$ cat src/rtl/fifo_pkt_reader_16.sv
// fifo_pkt_reader_16
//   Read-side consumer of the 512x16 packet FIFO. Each 16-word slot holds a
//   header at offset 0 ([15:8] tag, [7:4] len-1, [3:0] start offset) followed
//   by payload words at offsets 1..15. The payload is read critical-word-first
//   starting at the header's start offset, wrapping 15 -> 1, and streamed out
//   on a valid/ready interface with sop/eop markers. The slot is released with
//   a one-cycle o_fifo_eop pulse once the last payload read has been issued.
//
// Ports
//   clk, rst          clock, synchronous active-high reset
//   o_fifo_offset     in-slot read offset (FIFO BRAM registers it; data next cycle)
//   o_fifo_eop        one-cycle slot release pulse
//   i_fifo_data       FIFO read data for the offset presented last cycle
//   i_fifo_empty      no complete packet available (sampled only when idle)
//   o_data/o_valid    payload stream, accepted on o_valid & i_ready
//   o_sop/o_eop       first / last word of the packet on the stream
//   i_ready           downstream ready
//   o_tag             header tag of the current packet
//   o_err             sticky header error (oversize length or start offset 0)
//
// Build option
//   FIFO_PKT_READER_HDR_FWD_EN: when defined, the header word itself is pushed
//   through the output buffer as the first (sop) word of each packet.
module fifo_pkt_reader_16 #(
  parameter int MAX_LEN = 15
) (
  input  logic        clk,
  input  logic        rst,
  output logic [3:0]  o_fifo_offset,
  output logic        o_fifo_eop,
  input  logic [15:0] i_fifo_data,
  input  logic        i_fifo_empty,
  output logic [15:0] o_data,
  output logic        o_valid,
  output logic        o_sop,
  output logic        o_eop,
  input  logic        i_ready,
  output logic [7:0]  o_tag,
  output logic        o_err
);

`ifdef FIFO_PKT_READER_HDR_FWD_EN
  localparam logic HDR_FWD = 1'b1;
`else
  localparam logic HDR_FWD = 1'b0;
`endif

  localparam logic [4:0] MAX_LEN_W = 5'(MAX_LEN);

  typedef enum logic [1:0] {ST_IDLE, ST_HDR, ST_PAY, ST_REL} state_t;
  state_t state_reg, state_next;

  logic [3:0]  rd_off_reg;
  logic [4:0]  rem_reg;
  logic        first_reg;
  logic [7:0]  tag_reg;
  logic        err_reg;

  // Read issued last cycle: its data is on i_fifo_data this cycle.
  logic        ret_valid_reg, ret_sop_reg, ret_eop_reg, ret_hdr_reg;

  // Two-entry output buffer.
  logic [15:0] buf_data_reg [2];
  logic        buf_sop_reg  [2];
  logic        buf_eop_reg  [2];
  logic        wr_ptr_reg, rd_ptr_reg;
  logic [1:0]  count_reg, count_next;

  logic [4:0]  hdr_len_raw, hdr_len;
  logic [3:0]  hdr_start;
  logic        hdr_bad;
  logic        credit_ok, pay_issue, hdr_issue;
  logic        has_buf, bypass_ok, pop, push, buf_pop;

  // Header decode, valid while in ST_HDR.
  always_comb begin
    hdr_len_raw = {1'b0, i_fifo_data[7:4]} + 5'd1;
    hdr_len     = (hdr_len_raw > MAX_LEN_W) ? MAX_LEN_W : hdr_len_raw;
    hdr_start   = (i_fifo_data[3:0] == 4'd0) ? 4'd1 : i_fifo_data[3:0];
    hdr_bad     = (hdr_len_raw > MAX_LEN_W) || (i_fifo_data[3:0] == 4'd0);
  end

  // At most two words may be buffered or in flight, so the buffer never overflows.
  assign credit_ok = (({1'b0, count_reg} + {2'b00, ret_valid_reg}) < 3'd2);

  always_comb begin
    state_next    = state_reg;
    o_fifo_offset = 4'd0;
    o_fifo_eop    = 1'b0;
    pay_issue     = 1'b0;
    hdr_issue     = 1'b0;
    case (state_reg)
      ST_IDLE: begin
        if (!i_fifo_empty && (credit_ok || !HDR_FWD)) begin
          hdr_issue  = 1'b1;
          state_next = ST_HDR;
        end
      end
      ST_HDR: state_next = ST_PAY;
      ST_PAY: begin
        o_fifo_offset = rd_off_reg;
        if (credit_ok) begin
          pay_issue = 1'b1;
          if (rem_reg == 5'd1) state_next = ST_REL;
        end
      end
      ST_REL: begin
        // The slot pointer advances this cycle, so no read is issued here.
        o_fifo_eop = 1'b1;
        state_next = ST_IDLE;
      end
      default: state_next = ST_IDLE;
    endcase
  end

  // Output side: returning data bypasses an empty buffer so the first word is
  // visible in the same cycle it arrives. A forwarded header is always buffered.
  always_comb begin
    has_buf   = (count_reg != 2'd0);
    bypass_ok = ret_valid_reg && !has_buf && !ret_hdr_reg;
    o_valid   = has_buf || bypass_ok;
    o_data    = 16'h0;
    o_sop     = 1'b0;
    o_eop     = 1'b0;
    if (has_buf) begin
      o_data = buf_data_reg[rd_ptr_reg];
      o_sop  = buf_sop_reg[rd_ptr_reg];
      o_eop  = buf_eop_reg[rd_ptr_reg];
    end else if (bypass_ok) begin
      o_data = i_fifo_data;
      o_sop  = ret_sop_reg;
      o_eop  = ret_eop_reg;
    end
    pop        = o_valid && i_ready;
    push       = ret_valid_reg && !(bypass_ok && pop);
    buf_pop    = pop && has_buf;
    count_next = count_reg + {1'b0, push} - {1'b0, buf_pop};
  end

  always_ff @(posedge clk) begin
    if (rst) begin
      state_reg     <= ST_IDLE;
      rd_off_reg    <= 4'd0;
      rem_reg       <= 5'd0;
      first_reg     <= 1'b0;
      tag_reg       <= 8'h0;
      err_reg       <= 1'b0;
      ret_valid_reg <= 1'b0;
      ret_sop_reg   <= 1'b0;
      ret_eop_reg   <= 1'b0;
      ret_hdr_reg   <= 1'b0;
      wr_ptr_reg    <= 1'b0;
      rd_ptr_reg    <= 1'b0;
      count_reg     <= 2'd0;
    end else begin
      state_reg <= state_next;
      if (state_reg == ST_HDR) begin
        tag_reg    <= i_fifo_data[15:8];
        rd_off_reg <= hdr_start;
        rem_reg    <= hdr_len;
        first_reg  <= 1'b1;
        if (hdr_bad) err_reg <= 1'b1;
      end
      if (pay_issue) begin
        rd_off_reg <= (rd_off_reg == 4'd15) ? 4'd1 : rd_off_reg + 4'd1;
        rem_reg    <= rem_reg - 5'd1;
        first_reg  <= 1'b0;
      end
      ret_valid_reg <= pay_issue || (hdr_issue && HDR_FWD);
      ret_hdr_reg   <= hdr_issue && HDR_FWD;
      ret_sop_reg   <= HDR_FWD ? hdr_issue : (pay_issue && first_reg);
      ret_eop_reg   <= pay_issue && (rem_reg == 5'd1);
      if (push)    wr_ptr_reg <= ~wr_ptr_reg;
      if (buf_pop) rd_ptr_reg <= ~rd_ptr_reg;
      count_reg <= count_next;
    end
  end

  // Buffer storage needs no reset: it is only observed when count_reg != 0.
  always_ff @(posedge clk) begin
    if (push) begin
      buf_data_reg[wr_ptr_reg] <= i_fifo_data;
      buf_sop_reg[wr_ptr_reg]  <= ret_sop_reg;
      buf_eop_reg[wr_ptr_reg]  <= ret_eop_reg;
    end
  end

  assign o_tag = tag_reg;
  assign o_err = err_reg;

endmodule

$ cat config.mk
export PLATFORM = sky130hd
export DESIGN_NAME = fifo_pkt_reader_16
export DESIGN_NICKNAME = d
export VERILOG_FILES = /design/src/rtl/fifo_pkt_reader_16.sv
export SDC_FILE = /design/constraint.sdc
export NUM_CORES = 1
export LEC_CHECK = 0
export CORE_MARGIN = 1
export CORE_UTILIZATION = 45
export CTS_CLUSTER_SIZE = 28
export DETAILED_ROUTE_END_ITERATION = 8
export PLACE_DENSITY = 0.7
export RECOVER_POWER = 25
export SLEW_MARGIN = 20
export SYNTH_ARGS = -nofsm -noshare
export SYNTH_HDL_FRONTEND = slang
export SYNTH_SLANG_ARGS = --single-unit
$ cat constraint.sdc
create_clock -name clk -period 2.5 [get_ports clk]
set_clock_uncertainty 0.2 [all_clocks]
set_input_delay 0.25 -clock clk [delete_from_list [all_inputs] [get_ports clk]]
set_output_delay 0.25 -clock clk [all_outputs]
set_load 0.005 [all_outputs]
==> impl.org <==
** Outcome
- The flow ran to the end, and the final reports show no timing, DRC or antenna violations.

** Detailed routing
- Via count :: 2178
- Average detailed-routed wire length per instance :: 15.0 µm
- Wires add up to 6110 µm.
- Number of iterations in the first detailed-routing pass :: 4
- Dividing the detail-routed via count by the number of cells gives 5.34.
- The detailed router finished its first iteration with 112 violations.
- After detailed routing, the number of remaining DRC violations is 0.
- The detail route stage leaves a number of antenna-violating nets equal to 0.

** Logic synthesis
- Averaged over all synthesized cells, the footprint is 11.1 µm².
- Sequential cell area fraction in the yosys report :: 56.0%
- Yosys printed 0 warnings.
- Count of different cell masters after synthesis :: 42
- The synthesized netlist occupies a cell area of 2970 µm².
- Synthesis produced a netlist whose cell count is 268.
- Counting flops and latches in the post-synthesis netlist gives 65.
- Top flip-flop cell by instance count after synthesis :: edfxtp_1
- The number of nets handed over by synthesis was 300.
- For this run, asynchronously set or reset flops after synthesis account for 0%.
- Post-synth EDFFs :: 36

** Die
- Total die area :: approximately 6900 µm²
- Core region area :: 6350 µm²
- For this design the top-level I/O count stands at 53.
- Vertical die dimension :: 83.2 µm
- Row generation in the floorplan step produced 29 rows.
- For this configuration, the core starts out at a cell density of 46.7%.
- Measured along the x axis, the die boundary spans 83.2 µm.

** Min path
- Worst hold start :: ret_sop_reg
- Endpoint of the worst hold-timing path :: buf_sop_reg[0]
- The tightest min-delay check is of the reg2reg type.
- Hold Path Depth :: 0

** Timing
- For the pin with the worst max-slew slack, the measured transition is 0.530 ns.
- The final number of hold-violating endpoints is 0.
- Hold is met by about 0.26 ns.
- Setup TNS after final layout :: 0 ns
- Final-report setup violation count :: 0
- Crit share post-route :: 94.8%
- Setup repair after global routing missed its margin :: false
- The routed design could run at a clock period as short as 2.37 ns.
- Number of pins exceeding their max-slew limit in the final report :: 0
- Maximum clock frequency :: 422 MHz
- Measured against its own limit, the worst slew margin works out to 64.7%.

** Setup path
- The worst setup path is launched from a flop.
- Data arrival, critical path :: 1.92 ns
- Walking the worst path, the cells encountered are nor2_2, buf_6, a211oi_1, a21oi_1, clkdlybuf4s50_1.
- The number of buffers and inverters on the critical path is 2.
- In this run the register-to-register setup slack is approximately 0.56 ns.
- Measured in cells, the most critical reg-to-reg path has a length of 8.
- In this run the critical register-to-register path is launched from count_reg[1].
- STA puts the critical path data required time at 2.05 ns.
- By startpoint and endpoint, the worst setup path is classified as reg2out.
- On the worst path, the slowest cell contributes a delay of 0.54 ns.
- On the critical path the largest part of the delay comes from buffers and inverters.
- Maximum fanout count along the critical path :: 36
- Among all stages on the critical path, the largest delay is contributed by clkdlybuf4s50_1.
- Endpoint type of the worst setup path :: output pin
- The worst register-to-register path ends at count_reg[1].

** Cells and area
- Diodes inserted :: 0
- Leaving out fill and tap cells, the most frequent cell in the layout is clkdlybuf4s50_1.
- Top library cells by usage in the layout, fill and taps aside :: clkdlybuf4s50_1 (38), edfxtp_1 (36), dfxtp_1 (29)
- Final Net Count :: 358
- Max FFs per register :: 32
- The filler cells instantiated in the layout total 550.
- The post-route netlist has 9.06% of its cells at a drive strength greater than 1.
- Layout area overhead :: 29.1%

** Global routing
- The number of antenna violations at the first check in global routing came to 0.
- First-pass GRT wire length :: 10400 µm
- Largest net degree at the start of global routing :: 37
- The number of global-route vias before repair is between 2000 and 2500.
- Overall Global Routing Usage :: approximately a fifth
- After global routing the overflow that remains totals 0.

** Clock tree
- Sinks on Clock Net :: 65
- The cell sitting at the root of the clock tree is a clkbuf_8.
- H-tree depth :: 3
- After clock tree synthesis, the setup repair step added 0 buffers.
- Clock Latency Late Sink :: between 0.3 and 0.4 ns
- Clock transition at the registers of the reported paths :: 0.07 ns
- Buffers inserted to repair hold after CTS numbered 0.
- In this run the deepest clock path goes through 2 buffers.
- The number of clock buffers added by TritonCTS is 9.
- TritonCTS built the clock tree.

** Power and ir drop
- Leakage power total :: 1.34 nW
- In this run the power density over the cells is 1050 nW/µm².
- Worst IR Drop VDD :: 0.588 mV

** Place
- The HPWL after detailed placement is about 4100 µm.
- Number of input and output port buffers inserted :: 52
- The congestion estimate from routability-driven global placement came to 0.807.

** Flow run
- The tool flagged a number of max-cap violations equal to 0.
[timing repair]
item,4_1_cts,5_1_grt
endpoints found under the hold margin,0,0
endpoints found under the setup margin,0,16
gates resized for setup,0,4
[Yosys cell counts (2+ instances only)]
cell / instances / area [µm²]
ha_1: 12 / 150
xnor2_1: 3 / 26.3
mux2i_1: 25 / 250
nand3b_1: 6 / 45.0
a31oi_1: 5 / 31.3
o21a_1: 2 / 15.0
o21ai_0: 20 / 100
nand2_1: 8 / 30.0
a211oi_1: 7 / 52.6
and2_1: 3 / 18.8
clkbuf_1: 7 / 26.3
nand3_1: 20 / 100
nor2_1: 23 / 86.3
a21oi_1: 9 / 45.0
buf_1: 2 / 7.51
nand2b_1: 2 / 12.5
edfxtp_1: 36 / 1080
inv_1: 9 / 33.8
nor3_1: 8 / 40.0
dfxtp_1: 29 / 581
buf_2: 6 / 30.0
nor2b_1: 6 / 37.5
[power breakdown]
group	internal [mW]	switching, mW
registers	1.29	0.130
clock network	0.587	0.372
logic	0.849	0.794
total	2.73	1.30
[through the flow]
step                      area [µm²]  power [mW]  cells  util, %  setup WS [ns]
after floorplan                 2970        2.36    268        -          0.279
final                           3830        4.03    408     60.3          0.130
after global routing            3830        4.30    408     60.3        0.00575
after global placement          3600        3.04    392     56.7          0.282
after detailed placement        3600        3.07    392     56.7          0.114
after CTS                       3810        4.04    408     60.0         0.0146
[worst max path at each step]
| stage | startpoint | endpoint | slack (ns) | cells after the start |
|---|---|---|---|---|
| 6_report | count_reg[1] | o_data[6] | 0.13 | 5 |
| 5_1_grt | count_reg[1] | o_data[6] | 0.006 | 5 |
| 4_1_cts | state_reg[0] | o_fifo_offset[2] | 0.01 | 5 |
| 3_5_place_dp | i_fifo_data[4] | o_err | 0.11 | 7 |
| 3_3_place_gp | i_fifo_data[4] | rem_reg[1] | 0.28 | 7 |
| 2_1_floorplan | count_reg[1] | buf_data_reg[0][0] | 0.28 | 4 |
[cell families after synthesis]
| group | count (synthesis) | share of synthesized area (%) |
|---|---|---|
| simple gates | 83 | 14.4 |
| flops | 65 | 56.0 |
| compound gates | 53 | 11.1 |
| mux | 26 | 8.82 |
| buf+inv | 25 | 3.42 |
| fa+ha+maj | 12 | 5.06 |
| xor+xnor | 4 | 1.18 |
[final cells by class]
cell class | count | area, µm² | area share, %
Clock buffer | 13 | 149 | 3.89
Clock inverter | 3 | 63.8 | 1.67
Inverter | 10 | 41.3 | 1.08
Multi-Input combinational cell | 178 | 1220 | 31.9
Sequential cell | 65 | 1660 | 43.4
Tap cell | 77 | 96.3 | 2.52
Timing Repair Buffer | 62 | 596 | 15.6
[routing by layer]
metal  GRT usage, %  share of wire (%)  vias to the layer above
met2           31.4                 49                       51
met3           3.38                3.9                        6
met4           7.68                1.1                        0
met1           24.8                 46                     1023
li1               -                  -                     1098
met5              0                  0                        -
No activity file was read; power rests on OpenSTA's default activity.
